File: src/rtl/audio_pkg.sv
// Shared audio-path definitions: default sample/buffer geometry and the
// transmitter state encoding.
package audio_pkg;

   localparam int DEFAULT_SAMPLE_SIZE  = 24;
   localparam int DEFAULT_IO_BUFF_SIZE = 64;

   typedef enum logic {
      TX_IDLE = 1'b0,
      TX_PLAY = 1'b1
   } txState_t;

endpackage

File: src/rtl/i2s_clk_gen.sv
// I2S timing generator: BCLK divider, word select and bit counter, plus the
// falling-edge, frame-start and capture strobes used by the transmitter.
module i2s_clk_gen
   import audio_pkg::*;
#(
   parameter int SAMPLE_SIZE = DEFAULT_SAMPLE_SIZE,
   parameter int BCLK_DIV    = 4
) (
   input  logic                               clk,
   input  logic                               rst,
   output logic                               o_bclk,
   output logic                               o_lrclk,
   output logic [$clog2(2*SAMPLE_SIZE)-1:0]   o_bitNext,
   output logic                               o_fall,
   output logic                               o_frameStart,
   output logic                               o_capture
);

   localparam int CNT_BITS = $clog2(2*SAMPLE_SIZE);
   localparam int DIV_BITS = $clog2(BCLK_DIV);
   localparam logic [DIV_BITS-1:0] DIV_LAST = DIV_BITS'(BCLK_DIV - 1);
   localparam logic [CNT_BITS-1:0] CNT_LAST = CNT_BITS'(2*SAMPLE_SIZE - 1);
   localparam logic [CNT_BITS-1:0] CNT_HALF = CNT_BITS'(SAMPLE_SIZE);

   logic [DIV_BITS-1:0] r_div;
   logic [CNT_BITS-1:0] r_bitCnt;
   logic                r_bclk;
   logic                r_lrclk;
   logic                w_terminal;
   logic                w_fall;
   logic [CNT_BITS-1:0] w_bitNext;

   // Strobes are qualified by the count the bit counter moves to on this F,
   // so "F with bit_cnt = n" is decoded in the same cycle the outputs update.
   assign w_terminal = (r_div == DIV_LAST);
   assign w_fall     = w_terminal & r_bclk;
   assign w_bitNext  = (r_bitCnt == CNT_LAST) ? '0 : r_bitCnt + 1'b1;

   always_ff @(posedge clk or negedge rst) begin
      if (!rst) begin
         r_div    <= '0;
         r_bclk   <= 1'b0;
      end else begin
         r_div <= w_terminal ? '0 : r_div + 1'b1;
         if (w_terminal)
            r_bclk <= ~r_bclk;
      end
   end

   // Bit counter starts at its last value so the first F after reset opens a left slot.
   always_ff @(posedge clk or negedge rst) begin
      if (!rst) begin
         r_bitCnt <= CNT_LAST;
         r_lrclk  <= 1'b1;
      end else if (w_fall) begin
         r_bitCnt <= w_bitNext;
         if (w_bitNext == '0)
            r_lrclk <= 1'b0;
         else if (w_bitNext == CNT_HALF)
            r_lrclk <= 1'b1;
      end
   end

   assign o_bclk       = r_bclk;
   assign o_lrclk      = r_lrclk;
   assign o_bitNext    = w_bitNext;
   assign o_fall       = w_fall;
   assign o_frameStart = w_fall & (w_bitNext == '0);
   assign o_capture    = w_fall & (w_bitNext == CNT_HALF);

endmodule

File: src/rtl/i2s_chunk_tx.sv
// Chunked I2S playback: drains the output buffer one sample per frame, sends
// it on both slots, and flags underrun when a chunk boundary finds no new chunk.
module i2s_chunk_tx
   import audio_pkg::*;
#(
   parameter int SAMPLE_SIZE      = DEFAULT_SAMPLE_SIZE,
   parameter int IO_BUFF_SIZE     = DEFAULT_IO_BUFF_SIZE,
   parameter int IO_BUFF_PTR_BITS = $clog2(IO_BUFF_SIZE),
   parameter int BCLK_DIV         = 4
) (
   input  logic                        clk,
   input  logic                        rst,
   input  logic                        chunk_pulse,
   output logic [IO_BUFF_PTR_BITS-1:0] output_buff_ptr,
   input  logic [SAMPLE_SIZE-1:0]      output_buff_sample,
   output logic                        i2s_bclk,
   output logic                        i2s_lrclk,
   output logic                        i2s_sdata,
   output logic                        busy,
   output logic                        underrun
);

   localparam int CNT_BITS = $clog2(2*SAMPLE_SIZE);
   localparam int CNT_W    = CNT_BITS + 1;
   localparam int IDX_BITS = $clog2(SAMPLE_SIZE);
   localparam logic [CNT_W-1:0] CNT_FULL = CNT_W'(2*SAMPLE_SIZE);
   localparam logic [CNT_W-1:0] CNT_HALF = CNT_W'(SAMPLE_SIZE);
   localparam logic [IO_BUFF_PTR_BITS-1:0] PTR_LAST = IO_BUFF_PTR_BITS'(IO_BUFF_SIZE - 1);

   txState_t                    r_state;
   txState_t                    w_stateNext;
   logic                        r_pending;
   logic [IO_BUFF_PTR_BITS-1:0] r_ptr;
   logic [SAMPLE_SIZE-1:0]      r_hold;
   logic [SAMPLE_SIZE-1:0]      r_word;
   logic                        r_sdata;
   logic                        r_underrun;

   logic                        w_fall;
   logic                        w_frameStart;
   logic                        w_capEvt;
   logic [CNT_BITS-1:0]         w_bitNext;
   logic [CNT_W-1:0]            w_bitExt;
   logic [IDX_BITS-1:0]         w_bitIdx;
   logic                        w_pendEff;
   logic                        w_capture;
   logic                        w_zeroHold;
   logic                        w_consume;
   logic                        w_underrun;

   i2s_clk_gen #(
      .SAMPLE_SIZE (SAMPLE_SIZE),
      .BCLK_DIV    (BCLK_DIV)
   ) u_clkGen (
      .clk          (clk),
      .rst          (rst),
      .o_bclk       (i2s_bclk),
      .o_lrclk      (i2s_lrclk),
      .o_bitNext    (w_bitNext),
      .o_fall       (w_fall),
      .o_frameStart (w_frameStart),
      .o_capture    (w_capEvt)
   );

   // A pulse arriving in the same cycle as a consuming capture counts as consumed.
   assign w_pendEff = r_pending | chunk_pulse;

   always_ff @(posedge clk or negedge rst) begin
      if (!rst)
         r_state <= TX_IDLE;
      else
         r_state <= w_stateNext;
   end

   always_comb begin
      w_stateNext = r_state;
      w_capture   = 1'b0;
      w_zeroHold  = 1'b0;
      w_consume   = 1'b0;
      w_underrun  = 1'b0;
      case (r_state)
         TX_IDLE: begin
            if (w_capEvt) begin
               if (w_pendEff) begin
                  w_capture   = 1'b1;
                  w_consume   = 1'b1;
                  w_stateNext = TX_PLAY;
               end else begin
                  w_zeroHold  = 1'b1;
               end
            end
         end
         TX_PLAY: begin
            if (w_capEvt) begin
               if (r_ptr != '0) begin
                  w_capture   = 1'b1;
               end else if (w_pendEff) begin
                  w_capture   = 1'b1;
                  w_consume   = 1'b1;
               end else begin
                  w_zeroHold  = 1'b1;
                  w_underrun  = 1'b1;
                  w_stateNext = TX_IDLE;
               end
            end
         end
         default: w_stateNext = TX_IDLE;
      endcase
   end

   always_ff @(posedge clk or negedge rst) begin
      if (!rst) begin
         r_pending  <= 1'b0;
         r_ptr      <= '0;
         r_hold     <= '0;
         r_underrun <= 1'b0;
      end else begin
         r_underrun <= w_underrun;
         if (w_consume)
            r_pending <= 1'b0;
         else if (chunk_pulse)
            r_pending <= 1'b1;
         if (w_capture) begin
            r_hold <= output_buff_sample;
            r_ptr  <= (r_ptr == PTR_LAST) ? '0 : r_ptr + 1'b1;
         end else if (w_zeroHold) begin
            r_hold <= '0;
         end
      end
   end

   // One-bit I2S delay: count n=1..S carries the left slot MSB..LSB, the right
   // slot follows, and its LSB lands on n=0 just as the next word is loaded.
   assign w_bitExt = {1'b0, w_bitNext};

   always_comb begin
      w_bitIdx = '0;
      if (w_bitExt == '0)
         w_bitIdx = '0;
      else if (w_bitExt <= CNT_HALF)
         w_bitIdx = IDX_BITS'(CNT_HALF - w_bitExt);
      else
         w_bitIdx = IDX_BITS'(CNT_FULL - w_bitExt);
   end

   always_ff @(posedge clk or negedge rst) begin
      if (!rst) begin
         r_word  <= '0;
         r_sdata <= 1'b0;
      end else begin
         if (w_frameStart)
            r_word <= r_hold;
         if (w_fall)
            r_sdata <= r_word[w_bitIdx];
      end
   end

   assign output_buff_ptr = r_ptr;
   assign i2s_sdata       = r_sdata;
   assign busy            = (r_state == TX_PLAY);
   assign underrun        = r_underrun;

endmodule
File: config.mk
export PLATFORM = sky130hd
export DESIGN_NAME = i2s_chunk_tx
export DESIGN_NICKNAME = d
export VERILOG_FILES = /design/src/rtl/audio_pkg.sv /design/src/rtl/i2s_clk_gen.sv /design/src/rtl/i2s_chunk_tx.sv
export SDC_FILE = /design/constraint.sdc
export NUM_CORES = 1
export LEC_CHECK = 0
export ABC_AREA = 1
export CAP_MARGIN = 20
export CORE_MARGIN = 4
export CORE_UTILIZATION = 39
export CTS_CLUSTER_DIAMETER = 200
export CTS_CLUSTER_SIZE = 8
export DETAILED_ROUTE_END_ITERATION = 6
export PLACE_DENSITY_LB_ADDON = 0.05
export SYNTH_ARGS = -nofsm -noshare
export SYNTH_HDL_FRONTEND = slang
export SYNTH_SLANG_ARGS = --single-unit
File: constraint.sdc
create_clock -name clk -period 6.9 [get_ports clk]
set_input_delay 1.035 -clock clk [delete_from_list [all_inputs] [get_ports clk]]
set_output_delay 1.035 -clock clk [all_outputs]
set_load 0.05 [all_outputs]
Word level (Yosys, flattened, before mapping)
Index checks and enable logic that the tools add are counted.
{ "op_classes": {"n_lt_le_gt_ge": 2, "addsub": 5, "eq_ne": 4, "muxes": 29, "n_bitwise": 6, "reduce_logical": 7} }
{ "op_table": {"columns": ["operator", "n"], "rows": [
  ["$mux 24", 2],
  ["$mux 1", 17],
  ["$add 6x1->6 const B", 2],
  ["$eq 6x6->1 const B", 2],
  ["$mux 6", 2],
  ["$mux 5", 2],
  ["$sub 5x5->5 const A", 2],
  ["$pmux 1 s2", 4],
  ["$logic_not 7->1", 1],
  ["$eq 6x5->1 const B", 1],
  ["$le 6x5->1 const B", 1],
  ["$logic_not 6->1", 1],
  ["$lt 5x6->1 const B", 1],
  ["$reduce_bool 2->1", 3],
  ["$reduce_bool 6->1", 1],
  ["$bmux 1 s5", 1],
  ["$and 1x1->1", 3],
  ["$add 2x1->2 const B", 1],
  ["$eq 2x2->1 const B", 1],
  ["$mux 2", 1],
  ["$not 1->1", 2],
  ["$reduce_and 2->1", 1],
  ["$or 1x1->1", 1]
]} }
{ "totals": {"wordCells": 64, "output_inout_bits": 11, "reg_bits": 68} }

Longest topological paths before layout
{ "logic_depth": {"word_depth": 8, "mapped_depth": 18, "depth_no_buf": 17} }

Hierarchy
From an unflattened synthesis, not the netlist that was laid out.
{ "unflattened": {"hier_cells": 367, "hier_area_um2": 3261.9} }
{ "by_module_without_submodules": {"columns": ["module", "area_per_inst_um2", "instances", "cells_per_inst"], "rows": [
  ["i2s_chunk_tx", 2656.3, 1, 289],
  ["i2s_clk_gen", 605.6, 1, 78]
]} }

Worst setup path after synthesis
No wires, ideal clock.
{ "synth_path": {"kind": "flip-flop to flip-flop", "start": "reg u_clkGen.r_bitCnt[0]", "end": "reg r_sdata, in the netlist i2s_sdata", "setup_time_ns": 0.121, "setup_slack_ns": 4.084, "t_arrival_ns": 2.695, "path_stages_with_launch": 19, "required_ns": 6.779, "cell_sequence": "dfstp_2 ha_1 nand2_1 nor2_1 nand2_1 nand2_2 inv_1 nand4_2 clkbuf_1 nand2_1 ha_1 a21o_1 or2_2 nand3_1 nor2_1 nand3_1 nand2_1 inv_2 a21oi_2"} }
{ "synth_between": {"elab_chain_len": 7} }
{ "synth_rtl": {"columns": ["element", "line_no", "source"], "rows": [
  ["from (decl)", "i2s_clk_gen.sv:26", "logic [CNT_BITS-1:0] r_bitCnt;"],
  ["from (signal assigned)", "i2s_clk_gen.sv:56", "r_bitCnt <= w_bitNext;"],
  ["$add 6x1->6 / $eq 6x6->1 (equally long branches)", "i2s_clk_gen.sv:37", "assign w_bitNext = (r_bitCnt == CNT_LAST) ? '0 : r_bitCnt + 1'b1;"],
  ["$mux 6 *", "i2s_clk_gen.sv:37", null],
  ["$sub 5x5->5 (tied with other cells)", "i2s_chunk_tx.sv:143", "w_bitIdx = IDX_BITS'(CNT_FULL - w_bitExt);"],
  ["$mux 5", "i2s_chunk_tx.sv:140", "else if (w_bitExt <= CNT_HALF)"],
  ["$mux 5 *", "i2s_chunk_tx.sv:138", "if (w_bitExt == '0)"],
  ["$bmux 1 s5 *", "i2s_chunk_tx.sv:154", "r_sdata <= r_word[w_bitIdx];"],
  ["$mux 1 (implied by the code) *", "i2s_chunk_tx.sv:154", null],
  ["to (signal assigned)", "i2s_chunk_tx.sv:154", null],
  ["to (decl)", "i2s_chunk_tx.sv:36", "logic r_sdata;"]
]} }
Every way passes the cells marked *; elsewhere a longest branch is shown, timed or not. The select of a mux whose other input is x is not followed.
A chain may end at the register's enable or synchronous reset.

Worst setup path in the final report
Ends and elaborated chain as after synthesis.

==> reports/results.ini <==
[outcome]
status=completed

[worst_hold_path]
min-delay-start=u_clkGen.r_div[0]
whs_endpoint=u_clkGen.r_div[0]
whs_path_depth=1
hp-class=flip-flop to flip-flop

[logic_synthesis]
async_reset_ff_share_pct=100
syn_nets=424
synth_edf_count=0
ys_types=39
ys_seq_area_share_pct=50.8
syn_inst=392
yosysWarnings=0
avgSynthCellArea_um2=8.58
synth-main-ff-cell=dfrtp_1
syn_area_um2=3360
ys_ff_latch=68

[critical_path]
worstPathArrival_ps=3580
r2r_setup_slack_ps=3560
rr_worst_depth=15
timing.rr.end=i2s_sdata
path_class=flip-flop to flip-flop
worstPathRequired_ps=7130
worstReg2RegStart=u_clkGen.r_bitCnt[0]
start_kind=flip-flop
cp-end-kind=flip-flop
path_max_fanout=20

[sta]
skew_ps=10.6
fin_ws_ps=3560
worstMarginPinSlew_ps=856
slew-limit-headroom_pct=43.0
timing.final.crit_share_pct=48.5
max_freq_ghz=0.299
hold_violations=0
final.setup.tns_ps=0
finalCriticalPeriod_ps=3340
finalSetupViolations=0
slew_viol_final=0
rsz0062_at_grt=no

[drt]
ant_nets=0
met3_length_um=252
vias=2557
routed.top_layer=met4
wl_met1_um=3400
dr_wl_met2_um=3000
wirelength_um=6760
drt-initial-drc-count=79
drt-wirelength-per-cell_um=12.6
detail_route.vias_per_cell=4.77
drt_pass1_iterations=4
route.detailed.drc=0

[placement]
hpwlAfterDp_um=4530
port_buffers=37
pre_cts_slack_ps=3540
place_congestion=0.781

[floorplanning]
initial_utilization_pct=40.5
rows=33
dieArea_um2=10200
ios=38
die_y_um=101
fp.dieW_um=101
coreArea_um2=8300

[cells_and_area]
n_fill_cell=834
drive_gt1_share_pct=12.1
fin_nets=458
ff_latch_area_um2=1710
area_growth_pct=17.4
multi_input_area_um2=1380
antenna_cells=0
final_common_cell=nand2_1
final_cell_mix=116 x nand2_1, 62 x dfrtp_1, 54 x o21ai_0

[global_routing]
grt_first_pass_wirelength_um=11900
grt.overflow.total=0
antenna_found_initial=0
gr-usage-all-layers_pct=14.6
grt_pass1_vias=2520
grt_max_degree=69

[cts]
clk_path_buf_depth=2
ctsHoldBuffers=0
cts_sinks=68
clkLatencyLatePin_ps=340
post-cts-setup-buffers=0
cts_root_buf=clkbuf_8
cts_buffers=9
htree_levels=3
cts.clk_slew.worst_paths_ps=80
cts_tree=yes
post_cts_resize_count=0

[job]
drv_cap=0

[pwr]
cellPowerDensity_nw_per_um2=180
cellLeakagePower_nw=1.76
ir_worst_vdd_mv=0.0804

registers in the layout, indices dropped and copies added, names as in the netlist:
| register | flops |
|---|---|
| r_hold | 24 |
| underrun | 1 |
| r_pending | 1 |
| output_buff_ptr | 6 |
| u_clkGen.o_lrclk | 1 |
| u_clkGen.r_bitCnt | 6 |
| r_word | 24 |
| u_clkGen.r_div | 2 |
| u_clkGen.o_bclk | 1 |
| i2s_sdata | 1 |
| busy | 1 |
final cells by class:
type | instances | area share (%)
clock buffer | 9 | 3.14
clock inverter | 7 | 1.27
inverter | 45 | 4.34
multi-input combinational | 263 | 35.0
sequential | 68 | 43.3
tap | 105 | 3.33
timing repair buffer | 39 | 9.63
worst max-delay path by stage:
stage                         start   endpoint  slack (ps)  depth (start not counted)
4_1_cts        u_clkGen.r_bitCnt[0]  i2s_sdata        3520                         15
3_5_place_dp   u_clkGen.r_bitCnt[0]  i2s_sdata        3540                         15
2_1_floorplan  u_clkGen.r_bitCnt[0]  i2s_sdata        4080                         18
5_1_grt        u_clkGen.r_bitCnt[0]  i2s_sdata        3320                         15
3_3_place_gp   u_clkGen.r_bitCnt[0]  i2s_sdata        3670                         15
6_report       u_clkGen.r_bitCnt[0]  i2s_sdata        3560                         15
critical path, stage by stage (launching register included):
cell      delay [ps]
dfstp_2          620
ha_1             290
nand3_4          130
nor2_8           150
nand3b_4         210
nand4_2          470
nand2_1          220
ha_1             280
a21o_1           200
or2_2            280
nand3_1          100
nor2_1            60
nand3_1           70
nand2_1           60
inv_2             60
a21oi_2           40
power by group:
group          internal [W]              switching [W]
logic             0.0000127                 0.00000930
registers          0.000398  0.00000000000000000000368
clock network      0.000131                   0.000159
per-layer routing:
metal	GRT usage [%]	vias to the layer above
li1	-	1317
met1	19.8	1192
met2	23.0	36
met3	2.77	12
met4	6.01	0
met5	0	-
stage by stage:
stage	cells	hold WS, ps	instance area, um2	total power, W	util, %
2_1_floorplan	392	403	3360	0.000406	-
3_3_place_gp	520	417	3770	0.000429	45.5
6_report	536	431	3950	0.000711	47.6
3_5_place_dp	520	424	3770	0.000429	45.5
4_1_cts	536	435	3950	0.000726	47.6
5_1_grt	536	456	3950	0.000745	47.6
logic make-up (layout without fill, tap and decap cells):
family,count (synthesis),after routing,synth area share (%)
AO/OA/AOI/OAI,62,62,9.63
XOR/XNOR,5,5,1.30
adder cells (fa/ha/maj),5,5,1.86
buffers and inverters,61,100,8.11
flip-flops,68,68,50.8
AND/OR/NAND/NOR,191,191,28.3
synth_stat cells (2+ instances only):
cell type | instances | area [um2]
clkbuf_1 | 5 | 18.8
nand3_1 | 36 | 180
a21oi_1 | 2 | 10.0
inv_1 | 41 | 154
a21oi_2 | 2 | 17.5
ha_1 | 5 | 62.6
nor3_1 | 2 | 10.0
nand2_2 | 3 | 18.8
nor2_4 | 3 | 33.8
nor4_1 | 2 | 12.5
o21ai_0 | 54 | 270
nor2_2 | 3 | 18.8
buf_6 | 4 | 45.0
nand2_1 | 116 | 435
nor2_8 | 3 | 60.1
nor2_1 | 10 | 37.5
dfstp_2 | 6 | 158
buf_2 | 3 | 15.0
nand3_2 | 2 | 20.0
buf_1 | 2 | 7.51
nand4_1 | 2 | 12.5
dfrtp_1 | 62 | 1550
xor2_1 | 4 | 35.0
buf_4 | 2 | 15.0
inv_2 | 3 | 11.3
nand2_4 | 2 | 22.5
Power figures use the tool's default switching activity.
